<file path="src/rtl/mem_access_pkg.sv">
// mem_access_pkg: op/state encodings and size helpers
// shared by the load/store memory access unit.
package mem_access_pkg;

   typedef enum logic [2:0] {
      OP_LB  = 3'b000,
      OP_LH  = 3'b001,
      OP_LW  = 3'b010,
      OP_SW  = 3'b011,
      OP_LBU = 3'b100,
      OP_LHU = 3'b101,
      OP_SB  = 3'b110,
      OP_SH  = 3'b111
   } op_e;

   typedef enum logic [2:0] {
      ST_IDLE  = 3'd0,
      ST_ISSUE = 3'd1,
      ST_WAIT  = 3'd2,
      ST_WRITE = 3'd3,
      ST_RESP  = 3'd4
   } state_e;

   typedef enum logic [1:0] {
      SZ_B = 2'd0,
      SZ_H = 2'd1,
      SZ_W = 2'd2
   } size_e;

   function automatic size_e op_size(op_e op);
      size_e s;
      s = SZ_W;
      unique case (1'b1)
         (op == OP_LB) || (op == OP_LBU) || (op == OP_SB): s = SZ_B;
         (op == OP_LH) || (op == OP_LHU) || (op == OP_SH): s = SZ_H;
         default: s = SZ_W;
      endcase
      return s;
   endfunction

   function automatic logic is_store(op_e op);
      return (op == OP_SW) || (op == OP_SB) || (op == OP_SH);
   endfunction

   function automatic logic is_signed(op_e op);
      return (op == OP_LB) || (op == OP_LH);
   endfunction

   function automatic logic is_misaligned(op_e op, logic [1:0] off);
      size_e s;
      s = op_size(op);
      return ((s == SZ_H) && off[0]) || ((s == SZ_W) && (off != 2'b00));
   endfunction

endpackage

</file>
<file path="src/rtl/mem_access_unit_if.sv">
// mem_access_unit_if: request/response handshake plus
// the big-endian data RAM port of the access unit.
interface mem_access_unit_if;
   import mem_access_pkg::*;

   logic        req_valid;
   logic        req_ready;
   op_e         req_op;
   logic [31:0] req_addr;
   logic [31:0] req_wdata;
   logic        resp_valid;
   logic [31:0] resp_rdata;
   logic        resp_misalign;
   logic [31:0] mem_a;
   logic        mem_we;
   logic [31:0] mem_wd;
   logic [3:0]  mem_byteenable;
   logic [31:0] mem_rd;

   modport slave (
      input  req_valid, req_op, req_addr, req_wdata, mem_rd,
      output req_ready, resp_valid, resp_rdata, resp_misalign,
      output mem_a, mem_we, mem_wd, mem_byteenable
   );

   modport master (
      output req_valid, req_op, req_addr, req_wdata, mem_rd,
      input  req_ready, resp_valid, resp_rdata, resp_misalign,
      input  mem_a, mem_we, mem_wd, mem_byteenable
   );

endinterface

</file>
<file path="src/rtl/mem_lane_align.sv">
// mem_lane_align: byte-lane steering for big-endian RAM;
// store enables/replication, load extract/extend, alignment.
module mem_lane_align
   import mem_access_pkg::*;
(
   input  op_e         op,
   input  logic [1:0]  off,
   input  logic [31:0] wdata,
   input  logic [31:0] rd,
   output logic [3:0]  be,
   output logic [31:0] wd,
   output logic [31:0] rdata,
   output logic        misalign
);

   size_e       sz;
   logic [7:0]  bsel;
   logic [15:0] hsel;
   logic        sx;

   assign sz       = op_size(op);
   assign sx       = is_signed(op);
   assign misalign = is_misaligned(op, off);

   // offset 0 lives in the top byte lane
   always_comb begin
      bsel = rd[31:24];
      unique case (off)
         2'd0: bsel = rd[31:24];
         2'd1: bsel = rd[23:16];
         2'd2: bsel = rd[15:8];
         2'd3: bsel = rd[7:0];
         default: bsel = rd[31:24];
      endcase
   end

   assign hsel = off[1] ? rd[15:0] : rd[31:16];

   always_comb begin
      be    = 4'b1111;
      wd    = wdata;
      rdata = rd;
      unique case (1'b1)
         sz == SZ_B: begin
            be    = 4'b1000 >> off;
            wd    = {4{wdata[7:0]}};
            rdata = {{24{sx & bsel[7]}}, bsel};
         end
         sz == SZ_H: begin
            be    = off[1] ? 4'b0011 : 4'b1100;
            wd    = {2{wdata[15:0]}};
            rdata = {{16{sx & hsel[15]}}, hsel};
         end
         default: begin
            be    = 4'b1111;
            wd    = wdata;
            rdata = rd;
         end
      endcase
   end

endmodule

</file>
<file path="src/rtl/mem_access_unit.sv">
// mem_access_unit: single-outstanding load/store initiator
// for the synchronous-read big-endian data RAM.
module mem_access_unit
   import mem_access_pkg::*;
(
   input logic              clk,
   input logic              rst_n,
   mem_access_unit_if.slave bus
);

   state_e      state;
   op_e         op_q;
   logic [1:0]  off_q;
   logic        acc;
   op_e         op_s;
   logic [1:0]  off_s;
   logic [3:0]  be;
   logic [31:0] wd;
   logic [31:0] rdata;
   logic        mis;

   assign acc = bus.req_valid & bus.req_ready;

   // live request steers the lanes in IDLE, latched one afterwards
   assign op_s  = (state == ST_IDLE) ? bus.req_op : op_q;
   assign off_s = (state == ST_IDLE) ? bus.req_addr[1:0] : off_q;

   mem_lane_align u_align (
      .op       (op_s),
      .off      (off_s),
      .wdata    (bus.req_wdata),
      .rd       (bus.mem_rd),
      .be       (be),
      .wd       (wd),
      .rdata    (rdata),
      .misalign (mis)
   );

   always_ff @(posedge clk or negedge rst_n) begin
      if (!rst_n) begin
         state              <= ST_IDLE;
         op_q               <= OP_LB;
         off_q              <= 2'b00;
         bus.req_ready      <= 1'b1;
         bus.resp_valid     <= 1'b0;
         bus.resp_rdata     <= 32'h0;
         bus.resp_misalign  <= 1'b0;
         bus.mem_a          <= 32'h0;
         bus.mem_we         <= 1'b0;
         bus.mem_wd         <= 32'h0;
         bus.mem_byteenable <= 4'h0;
      end else begin
         bus.mem_we     <= 1'b0;
         bus.resp_valid <= 1'b0;
         unique case (state)
            ST_IDLE: begin
               if (acc) begin
                  op_q          <= bus.req_op;
                  off_q         <= bus.req_addr[1:0];
                  bus.req_ready <= 1'b0;
                  if (mis) begin
                     state             <= ST_RESP;
                     bus.resp_valid    <= 1'b1;
                     bus.resp_misalign <= 1'b1;
                     bus.resp_rdata    <= 32'h0;
                  end else begin
                     bus.mem_a          <= {bus.req_addr[31:2], 2'b00};
                     bus.mem_byteenable <= be;
                     bus.mem_wd         <= wd;
                     if (is_store(bus.req_op)) begin
                        state      <= ST_WRITE;
                        bus.mem_we <= 1'b1;
                     end else begin
                        state <= ST_ISSUE;
                     end
                  end
               end
            end
            ST_ISSUE: state <= ST_WAIT;
            ST_WAIT: begin
               state             <= ST_RESP;
               bus.resp_valid    <= 1'b1;
               bus.resp_rdata    <= rdata;
               bus.resp_misalign <= 1'b0;
            end
            ST_WRITE: begin
               state             <= ST_RESP;
               bus.resp_valid    <= 1'b1;
               bus.resp_rdata    <= 32'h0;
               bus.resp_misalign <= 1'b0;
            end
            ST_RESP: begin
               state         <= ST_IDLE;
               bus.req_ready <= 1'b1;
            end
            default: begin
               state         <= ST_IDLE;
               bus.req_ready <= 1'b1;
            end
         endcase
      end
   end

endmodule

</file>
<file path="src/flat_wrapper.sv">
// flat-port wrapper written by rule: the top's interface ports become plain ports
module mem_access_unit_flat import mem_access_pkg::*;
  (clk, rst_n, bus_req_valid, bus_req_op, bus_req_addr, bus_req_wdata, bus_mem_rd, bus_req_ready, bus_resp_valid, bus_resp_rdata, bus_resp_misalign, bus_mem_a, bus_mem_we, bus_mem_wd, bus_mem_byteenable);
  mem_access_unit_if bus_i ();
  input logic clk;
  input logic rst_n;
  input wire logic [$bits(bus_i.req_valid)-1:0] bus_req_valid;
  input wire logic [$bits(bus_i.req_op)-1:0] bus_req_op;
  input wire logic [$bits(bus_i.req_addr)-1:0] bus_req_addr;
  input wire logic [$bits(bus_i.req_wdata)-1:0] bus_req_wdata;
  input wire logic [$bits(bus_i.mem_rd)-1:0] bus_mem_rd;
  output wire logic [$bits(bus_i.req_ready)-1:0] bus_req_ready;
  output wire logic [$bits(bus_i.resp_valid)-1:0] bus_resp_valid;
  output wire logic [$bits(bus_i.resp_rdata)-1:0] bus_resp_rdata;
  output wire logic [$bits(bus_i.resp_misalign)-1:0] bus_resp_misalign;
  output wire logic [$bits(bus_i.mem_a)-1:0] bus_mem_a;
  output wire logic [$bits(bus_i.mem_we)-1:0] bus_mem_we;
  output wire logic [$bits(bus_i.mem_wd)-1:0] bus_mem_wd;
  output wire logic [$bits(bus_i.mem_byteenable)-1:0] bus_mem_byteenable;
  assign bus_i.req_valid = bus_req_valid;
  assign bus_i.req_op = bus_req_op;
  assign bus_i.req_addr = bus_req_addr;
  assign bus_i.req_wdata = bus_req_wdata;
  assign bus_i.mem_rd = bus_mem_rd;
  assign bus_req_ready = bus_i.req_ready;
  assign bus_resp_valid = bus_i.resp_valid;
  assign bus_resp_rdata = bus_i.resp_rdata;
  assign bus_resp_misalign = bus_i.resp_misalign;
  assign bus_mem_a = bus_i.mem_a;
  assign bus_mem_we = bus_i.mem_we;
  assign bus_mem_wd = bus_i.mem_wd;
  assign bus_mem_byteenable = bus_i.mem_byteenable;
  mem_access_unit u_core (.clk(clk), .rst_n(rst_n), .bus(bus_i));
endmodule
</file>
<file path="config.mk">
export PLATFORM = sky130hd
export DESIGN_NAME = mem_access_unit_flat
export DESIGN_NICKNAME = d
export VERILOG_FILES = /design/src/rtl/mem_access_pkg.sv /design/src/rtl/mem_access_unit_if.sv /design/src/rtl/mem_lane_align.sv /design/src/rtl/mem_access_unit.sv /design/src/flat_wrapper.sv
export SDC_FILE = /design/constraint.sdc
export NUM_CORES = 1
export LEC_CHECK = 0
export ABC_AREA = 1
export CORE_ASPECT_RATIO = 1.4
export CORE_MARGIN = 1
export CORE_UTILIZATION = 45
export DETAILED_ROUTE_END_ITERATION = 6
export GPL_ROUTABILITY_DRIVEN = 0
export GPL_TIMING_DRIVEN = 0
export PLACE_DENSITY = 0.92
export SLEW_MARGIN = 20
export SYNTH_ARGS = -nofsm -noshare
export SYNTH_HDL_FRONTEND = slang
export SYNTH_HIERARCHICAL = 1
export SYNTH_SLANG_ARGS = --single-unit
</file>
<file path="constraint.sdc">
create_clock -name clk -period 3.6 [get_ports clk]
set_input_delay 0.36 -clock clk [delete_from_list [all_inputs] [get_ports clk]]
set_output_delay 0.36 -clock clk [all_outputs]
set_load 0.1 [all_outputs]
</file>
==> metrics, run 1 <==
Worst-path clk slew=~80 ps; initial DRC count=283; maxcap violations=0; synth top area cells=dfrtp_1, nand2_1, nand3_1; final setup fails=0; Post-synth ARST share=100.0%; initial antenna violation count=0; Ant. Diodes=0; Yosys cell types=28; Worst Setup Start Kind=flop; Area Overhead vs Synth=46.40%; top cells by count, synth=nand2_1, dfrtp_1, nand3_1, inv_1, buf_4; most used flip-flop cell after synthesis=dfrtp_1; final WL=approximately 17 mm; EDFF count, synth=0; Core ar.=roughly 0.012 mm²; Starting Density=46.36%; CTS tree=built; FILL cells=between 900 and 1000; NumNets Final=roughly 1000; io pins=206; CP Data Arrival Time=roughly 3600 ps; DR WL/cell=around 15 µm; fin crit period=roughly 3300 ps; syn_area_per_cell=between 7 and 8 µm²; largest net degree at the start of global routing=64; mapped cell area=roughly 0.0055 mm²; CP max FO=11; post-CTS setup buffer count=0; clock sink count=110; FP Rows=47; Yosys Warn Count=6; Fin. Hold Viols=0; vias=5583; count leader, synth=nand2_1; Die X-Extent=about 95 µm; Worst Hold Class=reg2reg; CTS Buffer Depth=2; outcome=completed; area of the multi-input gates=around 0.0024 mm²; Worst slew margin=31.01%; CTS Buf Count=9; FF/Latch Area=between 0.002 and 0.003 mm²; layout cells sized above 1=around 8%; htree depth=3; drt pass-1 iters=5; Critical Path RT=3890 ps; Final period util=91.24%; CP Class=reg2reg; Hold WS=between 400 and 500 ps; Detail Placement HPWL=12.94 mm; root buffer cell=clkbuf_16; Die Area=roughly 0.013 mm²; Max Slew Vio Count=0; hold depth=2; vias in the first global route=between 5000 and 6000; first-pass GRT wire length=roughly 26 mm; post-synth top area share=between 40% and 50%; all-layer global routing usage=between 20% and 30%; gr ovfl total=0; synthesized flop and latch total=between 100 and 150; FMAX=around 0.30 GHz; Worst Max-Slew Pin Slew=slightly above 1000 ps; unrepaired setup endpoints after global routing=false; PortBufs=slightly above 200; worst skew pair latency=~340 ps; Seq/Total Area, Yosys=50.01%; drt drc=0; Worst Reg-to-Reg Cells=12; die span in y=132.9 µm; area leader, netlist=dfrtp_1; via/cell ratio=5.113; synthesized instance count=~720; Routed Antenna Nets=0; crit end category=flop; Clock Skew=approximately 8.5 ps
flip-flops by register name, indices dropped and copies added, names as in the netlist, 2 cells and up:
| register | count |
|---|---|
| u_core/bus.mem_a | 30 |
| u_core/state | 3 |
| u_core/bus.mem_byteenable | 4 |
| u_core/bus.resp_rdata | 32 |
| u_core/bus.mem_wd | 32 |
| u_core/op_q | 3 |
| u_core/off_q | 2 |
kinds of logic (layout without fill, tap and decap cells):
| group | after synthesis | count (layout) | synth area share (%) |
|---|---|---|---|
| and+or+nand+nor | 514 | 514 | 39.58 |
| DFF | 110 | 110 | 50.01 |
| buffers and inverters | 73 | 293 | 7.112 |
| AOI/OAI and AO/OA | 26 | 26 | 3.227 |
| other | 1 | 2 | 0.06810 |
routing by layer:
layer,up-vias,share of wire [%],global-route usage (%)
li1,2703,-,-
met4,0,4.9,15.09
met3,68,7.0,4.425
met1,2549,36,30.56
met2,263,52,47.50
met5,-,0,0
cells in the final DEF (no fill, tap or decap), types with 2 or more instances in the layout:
| master | count |
|---|---|
| nand2_1 | 378 |
| clkdlybuf4s50_1 | 202 |
| nand3_1 | 109 |
| dfrtp_1 | 109 |
| inv_1 | 19 |
| buf_4 | 18 |
| clkbuf_1 | 15 |
| buf_2 | 10 |
| o21ai_0 | 10 |
| clkbuf_16 | 9 |
| nor2_1 | 7 |
| buf_6 | 6 |
| inv_2 | 6 |
| a21oi_1 | 6 |
| nand3b_1 | 6 |
| nor2_4 | 4 |
| nand3_2 | 3 |
| clkinv_4 | 2 |
| inv_6 | 2 |
| o21ai_2 | 2 |
| nand2_2 | 2 |
| conb_1 | 2 |
| nand3_4 | 2 |
| o22ai_1 | 2 |
critical path: stages (launching register included):
cell      delay [ps]
dfrtp_1          420
nor2_2           190
nand2_1          310
o21ai_2          440
nor2_4           120
inv_2            180
buf_2            260
o22ai_1          190
inv_1            190
buf_2            250
clkbuf_1         400
nand3_1          160
nand2_1          100
repair_timing:
| action | CTS | global route |
|---|---|---|
| pin swaps | 0 | 0 |
| hold buffers | 1 | 0 |
| resized for setup | 2 | 4 |
| endpoints found under the setup margin | 40 | 58 |
| endpoints found under the hold margin | 46 | 0 |
final cells by class:
cell class,instances,share of cell area [%]
sequential,110,34.16
multi-input combinational,542,29.52
timing repair buffer,205,25.69
buffer,47,3.647
clock buffer,11,3.011
tap,147,2.282
inverter,25,1.164
clock inverter,5,0.5277
final timing paths:
check	startpoint	to	slack, ps
setup / recovery	u_core/state[0]	u_core/bus.mem_wd[17]	320
min in group asynchronous	rst_n	u_core/op_q[2]	510
hold reg to reg	u_core/bus.mem_wd[28]	u_core/bus.mem_wd[28]	470
setup reg to reg	u_core/state[0]	u_core/bus.mem_wd[17]	320
max in group asynchronous	rst_n	u_core/bus.mem_wd[10]	2430
hold / removal	u_core/bus.mem_wd[28]	u_core/bus.mem_wd[28]	470
metrics by stage:
step	utilization, %	cell area (µm²)	setup TNS [ps]	std cells	setup WS, ps
CTS	67.77	8050	0	1093	131.7
finish	67.86	8061	0	1092	315.3
global route	67.86	8061	0	1092	37.90
floorplan	-	5510	0	725	713.8
detailed placement	65.28	7755	-2008	1076	-89.47
global placement	65.04	7726	-223090	1075	-2046
Power of run 1 is not shown: default switching activity piles up to over one toggle a cycle in this logic, so the estimate is an artifact.
==> inputs of run 2 (changes only) <==
Settings changed: SKIP_CTS_REPAIR_TIMING set to 1.
==> metrics, run 2 (synthesis results as in run 1) <==
Routed Antenna Nets=0 (unchanged); pre-CTS setup slack=-89.47 ps (unchanged); slowest stage cell, crit path=o21ai_2; FILL cells=956 (-0.21%); Core ar.=0.01188 mm² (unchanged); CTS tree=built; DR WL/cell=15.41 µm (-0.31%); maxcap violations=0 (unchanged); FMAX=0.3038 GHz (-0.20%); unrepaired setup endpoints after global routing=false; CP max FO=11 (unchanged); gr ovfl total=0 (unchanged); Hold Crit Endpoint=u_core/bus.mem_wd[28]; CP Data Arrival Time=3580 ps (about the same); r2r setup slk=310 ps (about the same); Critical Path RT=3890 ps (about the same); Starting Density=46.36% (unchanged); Worst Setup Start Kind=flop; final worst setup slack=308.8 ps (-6.413 ps); Clock Skew=8.771 ps (+0.2670 ps); Final period util=91.42% (+0.18 points); FP Rows=47 (unchanged); Die X-Extent=95.49 µm (unchanged); CP Class=reg2reg; grt met2 use=47.50% (unchanged); fin crit period=3291 ps (+6.413 ps); commonest non-fill, non-tap cell in the layout=nand2_1; all-layer global routing usage=27.13% (unchanged); hold_sp=u_core/bus.mem_wd[28]; CTS Buffer Depth=2 (unchanged); most frequent cells in the layout=nand2_1, clkdlybuf4s50_1, nand3_1, dfrtp_1, inv_1; Top Registers=u_core/bus.mem_wd x32, u_core/bus.resp_rdata x32, u_core/bus.mem_a x30; Worst Reg-to-Reg Cells=12 (unchanged); CP max stage delay=440 ps (about the same); Worst-path clk slew=80 ps (about the same); Setup TNS=0 ps (unchanged); drt pass-1 iters=5 (unchanged); Max Slew Vio Count=0 (unchanged); NumNets Final=1042 (unchanged); root buffer cell=clkbuf_16; Post-Route Utilization=67.86% (unchanged); RR Startpoint=u_core/state[0]; first-pass GRT wire length=26.35 mm (unchanged); crit end category=flop; outcome=completed; clock sink count=110 (unchanged); WP buf/inv=5 (unchanged); die span in y=132.9 µm (unchanged); final WL=16.83 mm (-0.31%); FF-to-FF End=u_core/bus.mem_wd[21]; drt drc=0 (unchanged); worst skew pair latency=340 ps (about the same); Worst Max-Slew Pin Slew=1032 ps (+0.6030 ps); final setup fails=0 (unchanged); Area Overhead vs Synth=46.40% (unchanged); Detail Placement HPWL=12.94 mm (unchanged); GR met3 Demand/Resource=4.425% (unchanged); vias in the first global route=5459 (unchanged); io pins=206 (unchanged); initial DRC count=257 (-9.2%); hold depth=2 (unchanged); vias=5616 (+0.59%); CP delay by family, top=buffers and inverters; PortBufs=203 (unchanged); htree depth=3 (unchanged); crit-path cells=nor2_2 > nand2_1 > o21ai_2 > nor2_4 > inv_2 > buf_2 > o22ai_1 > inv_1 > buf_2 > clkbuf_1 > nand3_1 > nand2_1; Worst slew margin=30.97% (-0.040 points); via/cell ratio=5.143 (+0.59%); grt met1 use=30.56% (unchanged); Die Area=0.01269 mm² (unchanged); Worst Hold Class=reg2reg; CTS Buf Count=9 (unchanged); GRT busiest layer=met2; largest net degree at the start of global routing=64 (unchanged); layout cells sized above 1=8.042% (unchanged); Fin. Hold Viols=0 (unchanged); initial antenna violation count=0 (unchanged); Ant. Diodes=0 (unchanged)
-- run 2: cell counts in the layout (fill, tap and decap cells not counted) --
Identical to the previous run, type by type.
-- run 2: final cells by class --
| type | instances | area [µm²] | share of cell area [%] |
|---|---|---|---|
| Inverter | 25 | 93.84 | 1.164 |
| Clock inverter | 5 | 42.54 | 0.5277 |
| Tap cell | 147 | 183.9 | 2.282 |
| Buffer | 47 | 294.0 | 3.647 |
| Multi-Input combinational cell | 542 | 2380 | 29.52 |
| Timing Repair Buffer | 205 | 2071 | 25.69 |
| Sequential cell | 110 | 2754 | 34.16 |
| Clock buffer | 11 | 242.7 | 3.011 |
-- run 2: worst max-delay path by stage --
stage / start / end / slack (ps) / cells after the start
2_1_floorplan: u_core/state[0] / u_core/bus.mem_a[20] / 710 / 13
3_3_place_gp: rst_n / u_core/bus.mem_wd[19] / -2050 / 1
3_5_place_dp: u_core/state[0] / u_core/bus.mem_a[23] / -90 / 13
4_1_cts: u_core/state[0] / u_core/bus.mem_wd[14] / -140 / 13
5_1_grt: u_core/state[0] / u_core/bus.mem_wd[24] / 40 / 12
6_report: u_core/state[0] / u_core/bus.mem_wd[21] / 310 / 12
-- run 2: worst reg2reg max path, cell delays in order (launching register included) --
cell and delay [ps]:
dfrtp_1 420, nor2_2 190, nand2_1 310, o21ai_2 440
nor2_4 120, inv_2 180, buf_2 270, o22ai_1 190
inv_1 190, buf_2 250, clkbuf_1 410, nand3_1 160
nand2_1 100
-- run 2: stage by stage --
step | hold WS [ps] | instances | cell area, µm²
floorplan | 64.41 | 725 | 5510
global placement | 452.6 | 1075 | 7726
detailed placement | 331.4 | 1076 | 7755
CTS | -42.95 | 1092 | 8040
global route | 490.7 | 1092 | 8061
finish | 468.8 | 1092 | 8061
-- run 2: per-layer routing --
| layer | wire, µm | share of wire [%] | up-vias |
|---|---|---|---|
| met2 | 8785 | 52 | 269 |
| met1 | 6080 | 36 | 2583 |
| met3 | 1170 | 7.0 | 60 |
| li1 | - | - | 2704 |
| met4 | 792 | 4.7 | 0 |
| met5 | 0 | 0 | - |
Power of run 2 is left out for the same reason.
==> inputs of run 3 (changes only) <==
Clock period 3.6 ns to 3.3 ns, I/O delays scaled along.
==> metrics, run 3 (synthesis results as in run 1) <==
clock sink count=110 (unchanged); FILL cells=952 (-0.42%); Ant. Diodes=0 (unchanged); Top Registers=u_core/bus.mem_wd x32, u_core/bus.resp_rdata x32, u_core/bus.mem_a x30; CTS Buffer Depth=2 (unchanged); largest net degree at the start of global routing=64 (unchanged); Detail Placement HPWL=12.94 mm (unchanged); vias in the first global route=5459 (unchanged); Final period util=92.60% (+1.2 points); Post-Route Utilization=68.01% (+0.15 points); via/cell ratio=5.146 (about the same); Die X-Extent=95.49 µm (unchanged); CP Data Arrival Time=3330 ps (-250 ps); drt drc=0 (unchanged); Worst Reg-to-Reg Cells=14 (+2); Area Overhead vs Synth=46.72%; initial antenna violation count=0 (unchanged); crit end category=flop; maxcap violations=0 (unchanged); FF-to-FF End=u_core/bus.mem_a[28]; r2r setup slk=240 ps (-60 ps); gr ovfl total=0 (unchanged); Worst Setup Start Kind=flop; pre-CTS setup slack=-389.5 ps (-300.0 ps); root buffer cell=clkbuf_16; Worst-path clk slew=80 ps (about the same); Worst Hold Class=reg2reg; unrepaired setup endpoints after global routing=false; worst skew pair latency=340 ps (about the same); commonest non-fill, non-tap cell in the layout=nand2_1; CP delay by family, top=buffers and inverters; final WL=16.87 mm (+0.23%); Hold Crit Endpoint=u_core/bus.mem_wd[28]; Non-Filler Instances=1092 (unchanged); drt pass-1 iters=5 (unchanged); first-pass GRT wire length=26.35 mm (unchanged); final setup fails=0 (unchanged); Die Area=0.01269 mm² (unchanged); CP Class=reg2reg; WP buf/inv=6 (+1); final worst setup slack=244.2 ps (-64.66 ps); Max Slew Vio Count=0 (unchanged); Post-Layout Inst Area=0.008079 mm² (+0.22%); Worst slew margin=30.27% (-0.70 points); Core ar.=0.01188 mm² (unchanged); crit-path cells=nor2_2 > nand2_2 > nand2_1 > o21ai_4 > inv_2 > nor2_4 > inv_2 > buf_2 > o22ai_2 > inv_1 > buf_2 > clkbuf_1 > nand3_1 > nand2_1; initial DRC count=298 (+16%); fin crit period=3056 ps (-235.3 ps); io pins=206 (unchanged); Post-DP Area=0.007755 mm² (unchanged); Critical Path RT=3580 ps (-310 ps); # placed instances=1076 (unchanged); layout cells sized above 1=8.360% (+0.32 points); CP max stage delay=420 ps (-20 ps); RR Startpoint=u_core/state[0]; die span in y=132.9 µm (unchanged); PortBufs=203 (unchanged); Starting Density=46.36% (unchanged); FP Rows=47 (unchanged); htree depth=3 (unchanged); Fin. Hold Viols=0 (unchanged); slowest stage cell, crit path=dfrtp_1; NumNets Final=1042 (unchanged); CP max FO=11 (unchanged); DR WL/cell=15.45 µm (+0.23%); CTS tree=built; most frequent cells in the layout=nand2_1, clkdlybuf4s50_1, nand3_1, dfrtp_1, inv_1; Worst Max-Slew Pin Slew=1043 ps (+10.47 ps); CTS Buf Count=9 (unchanged); hold depth=2 (unchanged); outcome=completed; Clock Skew=8.861 ps (+0.09032 ps); Routed Antenna Nets=0 (unchanged); all-layer global routing usage=27.13% (unchanged); vias=5619 (+0.053%); hold_sp=u_core/bus.mem_wd[28]; FMAX=0.3272 GHz (+7.7%)
==> run 3: changes by cell type in the layout (fill, tap and decap cells not counted) <==
cell | before | now
buf_1 | 0 | 1
clkbuf_1 | 15 | 13
nand2_1 | 378 | 377
nand2_2 | 2 | 3
clkbuf_2 | 0 | 1
o21ai_2 | 2 | 1
o22ai_2 | 0 | 1
o21ai_4 | 1 | 2
o22ai_1 | 2 | 1
==> run 3: through the flow <==
stage | setup TNS (ps) | hold slack [ps]
2_1_floorplan | 0 | 34.41
3_3_place_gp | -266450 | 452.6
3_5_place_dp | -22580 | 301.4
4_1_cts | -25420 | -72.95
5_1_grt | 0 | 490.7
6_report | 0 | 469.4
==> run 3: layer usage <==
metal / GRT usage, % / up-vias / wire length (µm)
met2: 47.50 / 292 / 8778
met3: 4.425 / 58 / 1222
met5: 0 / - / 0
met1: 30.56 / 2568 / 6085
li1: - / 2701 / -
met4: 15.09 / 0 / 782
==> run 3: how the worst max path moves through the flow <==
stage | end | slack, ps | startpoint | cells past startpoint
finish | u_core/bus.mem_a[28] | 240 | u_core/state[0] | 14
global route | u_core/bus.mem_wd[8] | 0.6 | u_core/state[0] | 14
CTS | u_core/bus.mem_wd[14] | -440 | u_core/state[0] | 13
detailed placement | u_core/bus.mem_a[23] | -390 | u_core/state[0] | 13
global placement | u_core/bus.mem_wd[19] | -2320 | rst_n | 1
floorplan | u_core/bus.mem_a[20] | 410 | u_core/state[0] | 13
==> run 3: final cells by class <==
cell class                      instances  area (µm²)  area share (%)
Buffer                                 47       295.3           3.655
Clock buffer                           11       242.7           3.004
Clock inverter                          5       42.54          0.5266
Inverter                               25       93.84           1.162
Multi-Input combinational cell        542        2396           29.66
Sequential cell                       110        2754           34.09
Tap cell                              147       183.9           2.277
Timing Repair Buffer                  205        2071           25.63
==> run 3: worst min-delay path: stages (launching register included) <==
cell,delay (ps)
dfrtp_1,340
nand2_1,50
nand2_1,40
Power of run 3 is left out for the same reason.
